--- src/rtl/perf_event_monitor.sv ---
// perf_event_monitor
//   Five saturating performance counters (cycles, retired instructions,
//   stalls, branches, mispredictions) with a single-outstanding read port.
//   A misprediction flush charges FLUSH_PENALTY bubble cycles during which
//   instructions are not counted as retired.
//
// Parameters
//   FLUSH_PENALTY  bubble cycles charged per misprediction flush
//   CNT_W          counter / rd_data width (must be >= 5 to hold status)
//
// Ports
//   clk       single rising-edge clock
//   rst_n     synchronous active-low reset
//   stall_2   pipeline stall this cycle
//   hit_2     branch resolved this cycle
//   rst_out   misprediction flush this cycle
//   cnt_en    counting enable
//   cnt_clr   synchronous clear of counters, bubble counter and ovf flags
//   rd_req    read request (accepted only when the read FSM is idle)
//   rd_addr   counter select: 0 cyc, 1 instret, 2 stall, 3 branch,
//             4 mispred, 5 status, 6/7 read zero
//   rd_ack    response consumed
//   rd_valid  response valid
//   rd_data   response data, held stable while rd_valid is high
//   ovf_irq   sticky overflow indication
//
// Configuration
//   PERF_OVF_IRQ_EN  when defined, per-counter sticky overflow flags are
//                    kept, reported in status[4:0] and ORed onto ovf_irq.
//                    When undefined both are constant zero.
//
// Read FSM
//   state   | meaning
//   IDLE    | waiting for rd_req; rd_addr latched on acceptance
//   CAPTURE | selected counter copied into rd_data on this edge
//   RESP    | rd_valid high, rd_data held until rd_ack

module perf_event_monitor #(
  parameter int FLUSH_PENALTY = 4,
  parameter int CNT_W         = 32
) (
  input  logic             clk,
  input  logic             rst_n,
  input  logic             stall_2,
  input  logic             hit_2,
  input  logic             rst_out,
  input  logic             cnt_en,
  input  logic             cnt_clr,
  input  logic             rd_req,
  input  logic [2:0]       rd_addr,
  input  logic             rd_ack,
  output logic             rd_valid,
  output logic [CNT_W-1:0] rd_data,
  output logic             ovf_irq
);

  localparam int NUM_CNT = 5;
  localparam int IDX_CYC = 0;
  localparam int IDX_INS = 1;
  localparam int IDX_STL = 2;
  localparam int IDX_BRA = 3;
  localparam int IDX_MIS = 4;

  // Zero penalty still needs a legal 1-bit bubble register.
  localparam int BUB_W = (FLUSH_PENALTY < 1) ? 1 : $clog2(FLUSH_PENALTY + 1);
  localparam logic [BUB_W-1:0] BUB_LOAD = BUB_W'(FLUSH_PENALTY);
  localparam logic [BUB_W-1:0] BUB_ONE  = BUB_W'(1);

  localparam logic [CNT_W-1:0] CNT_MAX = {CNT_W{1'b1}};
  localparam logic [CNT_W-1:0] CNT_PRE = {{(CNT_W-1){1'b1}}, 1'b0};
  localparam logic [CNT_W-1:0] CNT_ONE = {{(CNT_W-1){1'b0}}, 1'b1};

  typedef enum logic [1:0] {
    IDLE    = 2'd0,
    CAPTURE = 2'd1,
    RESP    = 2'd2
  } rd_state_t;

  logic [CNT_W-1:0] cnt_q [NUM_CNT];
  logic [NUM_CNT-1:0] inc;
  logic [NUM_CNT-1:0] ovf_q;
  logic [BUB_W-1:0]   bubble_q;

  rd_state_t  state_q;
  rd_state_t  state_d;
  logic       addr_ld;
  logic       data_ld;
  logic [2:0] addr_q;
  logic [CNT_W-1:0] data_q;
  logic [CNT_W-1:0] rd_sel;
  logic [CNT_W-1:0] status;

  // ---------------------------------------------------------------------
  // Increment requests
  // ---------------------------------------------------------------------
  always_comb begin
    inc          = '0;
    inc[IDX_CYC] = cnt_en;
    // Flush cycle and every bubble cycle after it retire nothing.
    inc[IDX_INS] = cnt_en & ~stall_2 & ~rst_out & (bubble_q == '0);
    inc[IDX_STL] = cnt_en & stall_2;
    inc[IDX_BRA] = cnt_en & hit_2;
    inc[IDX_MIS] = cnt_en & rst_out;
  end

  // ---------------------------------------------------------------------
  // Counters and bubble down-counter (clear has priority over increment)
  // ---------------------------------------------------------------------
  always_ff @(posedge clk) begin
    if (!rst_n || cnt_clr) begin
      for (int i = 0; i < NUM_CNT; i++) begin
        cnt_q[i] <= '0;
      end
      bubble_q <= '0;
    end else begin
      for (int i = 0; i < NUM_CNT; i++) begin
        if (inc[i] && (cnt_q[i] != CNT_MAX)) begin
          cnt_q[i] <= cnt_q[i] + CNT_ONE;
        end
      end
      // A flush inside a bubble window restarts the full penalty.
      if (rst_out) begin
        bubble_q <= BUB_LOAD;
      end else if (bubble_q != '0) begin
        bubble_q <= bubble_q - BUB_ONE;
      end
    end
  end

  // ---------------------------------------------------------------------
  // Overflow flags
  // ---------------------------------------------------------------------
`ifdef PERF_OVF_IRQ_EN
  // A flag sets only on the increment that lands on all-ones; a counter
  // already sitting at all-ones cannot re-trigger it.
  always_ff @(posedge clk) begin
    if (!rst_n || cnt_clr) begin
      ovf_q <= '0;
    end else begin
      for (int i = 0; i < NUM_CNT; i++) begin
        if (inc[i] && (cnt_q[i] == CNT_PRE)) begin
          ovf_q[i] <= 1'b1;
        end
      end
    end
  end
`else
  assign ovf_q = '0;
`endif

  assign ovf_irq = |ovf_q;
  assign status  = {{(CNT_W-NUM_CNT){1'b0}}, ovf_q};

  // ---------------------------------------------------------------------
  // Read FSM
  // ---------------------------------------------------------------------
  always_ff @(posedge clk) begin
    if (!rst_n) begin
      state_q <= IDLE;
    end else begin
      state_q <= state_d;
    end
  end

  always_comb begin
    state_d  = state_q;
    addr_ld  = 1'b0;
    data_ld  = 1'b0;
    rd_valid = 1'b0;
    case (state_q)
      IDLE: begin
        if (rd_req) begin
          addr_ld = 1'b1;
          state_d = CAPTURE;
        end
      end
      CAPTURE: begin
        data_ld = 1'b1;
        state_d = RESP;
      end
      RESP: begin
        rd_valid = 1'b1;
        if (rd_ack) begin
          state_d = IDLE;
        end
      end
      default: begin
        state_d = IDLE;
      end
    endcase
  end

  always_comb begin
    rd_sel = '0;
    case (addr_q)
      3'd0:    rd_sel = cnt_q[IDX_CYC];
      3'd1:    rd_sel = cnt_q[IDX_INS];
      3'd2:    rd_sel = cnt_q[IDX_STL];
      3'd3:    rd_sel = cnt_q[IDX_BRA];
      3'd4:    rd_sel = cnt_q[IDX_MIS];
      3'd5:    rd_sel = status;
      default: rd_sel = '0;
    endcase
  end

  // Response data is deliberately outside the cnt_clr path so a clear
  // issued mid-read cannot disturb a captured value.
  always_ff @(posedge clk) begin
    if (!rst_n) begin
      addr_q <= '0;
      data_q <= '0;
    end else begin
      if (addr_ld) begin
        addr_q <= rd_addr;
      end
      if (data_ld) begin
        data_q <= rd_sel;
      end
    end
  end

  assign rd_data = data_q;

endmodule

--- config.mk ---
export PLATFORM = sky130hd
export DESIGN_NAME = perf_event_monitor
export DESIGN_NICKNAME = d
export VERILOG_FILES = /design/src/rtl/perf_event_monitor.sv
export SDC_FILE = /design/constraint.sdc
export NUM_CORES = 1
export LEC_CHECK = 0
export BUFFER_PORTS_ARGS = -buffer_cell sky130_fd_sc_hd__clkbuf_2
export CORE_ASPECT_RATIO = 1.75
export CORE_UTILIZATION = 55
export DETAILED_ROUTE_END_ITERATION = 10
export GPL_ROUTABILITY_DRIVEN = 0
export MAX_ROUTING_LAYER = met4
export PLACE_DENSITY = 0.82
export SLEW_MARGIN = 5
export SYNTH_ARGS = -nofsm -noshare
export SYNTH_HDL_FRONTEND = slang
export SYNTH_SLANG_ARGS = --single-unit
--- constraint.sdc ---
create_clock -name clk -period 5 [get_ports clk]
set_input_delay 0.25 -clock clk [delete_from_list [all_inputs] [get_ports clk]]
set_output_delay 0.25 -clock clk [all_outputs]
set_load 0.02 [all_outputs]
# Word level (Yosys, flattened, before mapping)
# Memories as Yosys holds them, arrays and structs flattened.
# Cells that the tools add are included.
# op_classes
n_addsub	6
n_eq_ne	13
mux	32
n_bitwise	13
n_reduce_logical	14
# ops
operator	n
32-bit by 1-bit adder with 32-bit output, second input constant	5
32-bit two-way mux	5
32-bit != test, second input constant	5
32-bit case mux with 5 select lines	1
1-bit two-way mux	21
1-bit bitwise AND	6
3-bit by 2-bit equality test with 1-bit output, second input constant	2
3-bit logical NOT	2
3-bit two-way mux	2
2-bit case mux with 3 select lines	1
1-bit logical AND	5
1-bit bitwise OR	5
2-bit two-way mux	2
2-bit != test, second input constant	2
3-bit by 1-bit equality test with 1-bit output, second input constant	1
3-bit equality test, second input constant	1
3-bit nonzero test	1
3-bit by 1-bit subtractor with 3-bit output, second input constant	1
2-bit by 1-bit equality test with 1-bit output, second input constant	1
2-bit equality test, second input constant	1
2-bit logical NOT	1
1-bit NOT	2
2-bit AND reduction	1
2-bit nonzero test	1
other kinds (3)	3
# totals
regBits	40
ram_bits	160
inputBits	12
output_inout_bits	34
word_cells	84
mem_count	1
# mem_list
name	words	width	read_ports	rd_ports_with_merged_regs	write_ports	line	source
cnt_q	5	32	5	0	5	79	logic [CNT_W-1:0] cnt_q [NUM_CNT];

# Longest topological paths before layout
# depth
word_depth	9
ltp_mapped	9
depth_no_buf	7

# Worst setup path before layout
# Ideal clock, no wire load.
# synth_path
kind	register to register
startpoint	memory cnt_q[0][0]
endpoint	memory cnt_q[0][0] (enable)
setup_ns	0.479
arrival_ns	2.276
t_required_ns	4.521
path_slack_ns	2.245
path_stages_with_launch	8
cell_sequence	edfxtp_1 -> ha_1 -> and3_1 -> clkbuf_1 -> nand3_2 -> or3_1 -> o21ai_0 -> nand2_1
# synth_rtl
item	line
start: declaration	79

==> results.ini <==
[setup_path]
cp_top_family=simple AND/OR/NAND/NOR gates
cp_num_buf_inv=1
cp-start-kind=flop
crit_fanout=53
end_kind=flop
cp.required_ns=5.16
arrival_ns=3.46
worstSetupPathType=flop to flop
cp_slowest_cell=nor4_1
crit_chain=ha_1 > nand4_1 > nor4_1 > nand3_1 > a211oi_4 > buf_4 > a21boi_0
slowest_delay_ns=0.69

[synthesis]
synth.most_common_cell=edfxtp_1
yosys_warnings=0
ys_top_cells_by_count=edfxtp_1, a21oi_1, nand2_1, xnor2_1, o21ai_0
synth.top_cell.area_share_pct=41.46
ys_seq_area_share_pct=48.37
synth_area_leader_cell=edfxtp_1
synth.area.top_cells=edfxtp_1, dfxtp_1, a21oi_1
syn_inst=1174
ys_types=49
postSynthAreaPerCell_um2=9.871
syn_area_um2=11590
synth_edf_count=160
synth-seq-cells=200
synth_fp_nets=1194
ys.flop_type=edfxtp_1
async_reset_ff_share_pct=0

[timing]
finalMaxSlewViolations=0
tightest_slew_ns=1.170
slew_headroom_pct=21.33
finalClockSkew_ns=0.009965
finalSetupTns_ns=0
setup_viol=0
hold_viol=0
rsz0062_at_grt=false
timing.fmax_mhz=302.8
min_period_ns=3.302
period_share_pct=66.04

[power]
pwr_density_cell_nw_per_um2=307.9
ir_worst_vdd_mv=0.2376
p_leak_nw=3.986

[run_status]
status=finished with violations
violations=design-rule violations

[detailed_routing]
wirelength_mm=30.08
first_iter_violations=932
post_drt_wl_per_cell_um=20.93
postRouteAntennaNets=0
drc=1
vias=9336
drt_pass1_iterations=8
vias_per_cell=6.497

[final_layout]
multi_input_area_um2=5504
antenna_cells=0
final_nets=1196
area_delta_synth_final_pct=7.633
utilization_pct=60.96
fillers=1603
drive_above_1_share_pct=8.999
regArea_um2=5607

[clock_tree]
cts_setup_buffers=0
cts_tree=done
cts_buffers=17
path_clk_slew_ns=0.08
cts-root-buf=clkbuf_16
clockBufferDepth=2
post_cts_resized=0
cts_sinks=200
hold_buffers=0
h-tree-depth=4
clk_latency_ns=0.45

[die]
core.rowCount=69
ios=46
die_w_um=111.7
core-area_um2=20460
start_util_pct=56.64
die_h_um=194.0
dieArea_um2=21680

[min_path]
hp-class=input pin to flop

[job]
timing.max_cap.violations=0

[global_routing]
grt_max_degree=146
antenna_found_initial=0
grt_pass1_vias=8974
grt_pass1_wl_mm=47.72
gr-total-overflow=0
gr-usage-all-layers_pct=29.21

[placement]
dpl.hpwl_mm=20.59
port_buffers=44

==> power by group <==
part / internal, W / switching (W)
sequential: 0.00192 / 0.000147
clock: 0.000712 / 0.000686
combinational: 0.000144 / 0.000238
total: 0.00277 / 0.00107
==> metal layers <==
| layer | vias to the layer above | GRT usage, % | wire (um) |
|---|---|---|---|
| li1 | 4309 | - | - |
| met1 | 4440 | 33.85 | 10890 |
| met2 | 494 | 48.52 | 15400 |
| met3 | 93 | 4.001 | 2129 |
| met4 | 0 | 16.37 | 1653 |
| met5 | - | - | 0 |
==> cells by family (layout without fill, tap and decap cells) <==
kind of cell             count (synthesis)  count (layout)  share of synthesized area [%]
AND/OR/NAND/NOR                        375             375                          16.90
buffers and inverters                  105             120                          4.340
flip-flops                             200             200                          48.37
AO/OA/AOI/OAI                          299             299                          15.05
adder cells (fa/ha/maj)                  8               8                         0.8638
multiplexers                            35              35                          3.034
XOR/XNOR                               151             151                          11.41
other                                    1               1                        0.03236
==> worst min-delay path, stage by stage <==
cell,delay (ns)
clkbuf_2,0.08
mux2i_1,0.05
nor2b_1,0.09
==> state kept, by name (all words and copies together), names as in the netlist <==
register and cells:
addr_q 3, rd_data 32, state_q 2, cnt_q 160
bubble_q 3
==> layout by cell type (no fill, tap or decap), types with 29 or more instances in the layout <==
master / synthesis / routed
a21boi_0: 37 / 37
a21oi_1: 159 / 158
a22o_1: 31 / 31
clkbuf_2: 1 / 44
dfxtp_1: 40 / 39
edfxtp_1: 160 / 160
mux2i_1: 34 / 34
nand2_1: 114 / 114
nand3_1: 51 / 51
nand4_1: 45 / 45
nor2_1: 34 / 33
nor3_1: 29 / 29
nor4_1: 29 / 29
o21ai_0: 63 / 63
xnor2_1: 90 / 90
xor2_1: 61 / 61
==> cell type report <==
cell class / instances / area share (%)
Clock inverter: 15 / 1.254
Sequential cell: 200 / 44.95
Clock buffer: 17 / 3.411
Multi-Input combinational cell: 869 / 44.13
Inverter: 28 / 0.8426
Timing Repair Buffer: 60 / 2.929
Tap cell: 248 / 2.488
==> per-stage QoR <==
stage	setup slack (ns)	hold slack (ns)	area, um2	std cells	power (W)
after floorplan	2.245	0.3293	11590	1174	0.002329
after global placement	1.769	0.4569	11890	1405	0.002450
after detailed placement	1.713	0.4617	11890	1405	0.002464
after CTS	1.708	0.05791	12470	1437	0.003829
after global routing	1.521	0.07104	12470	1437	0.003943
final	1.698	0.06329	12470	1437	0.003841
==> worst paths after layout <==
kind / startpoint / to / slack [ns] / cells past startpoint
min reg2reg: rd_data[24]$_SDFFE_PN0N_ / rd_data[24]$_SDFFE_PN0N_ / 0.47 / 2
max: cnt_q[0][128]$_SDFFCE_PN0P_ / cnt_q[0][1]$_SDFFCE_PN0P_ / 1.70 / 7
max reg2reg: cnt_q[0][128]$_SDFFCE_PN0P_ / cnt_q[0][1]$_SDFFCE_PN0P_ / 1.70 / 7
min: rd_addr[1] / addr_q[1]$_SDFFE_PN0P_ / 0.06 / 3
Power figures use the tool's default switching activity.
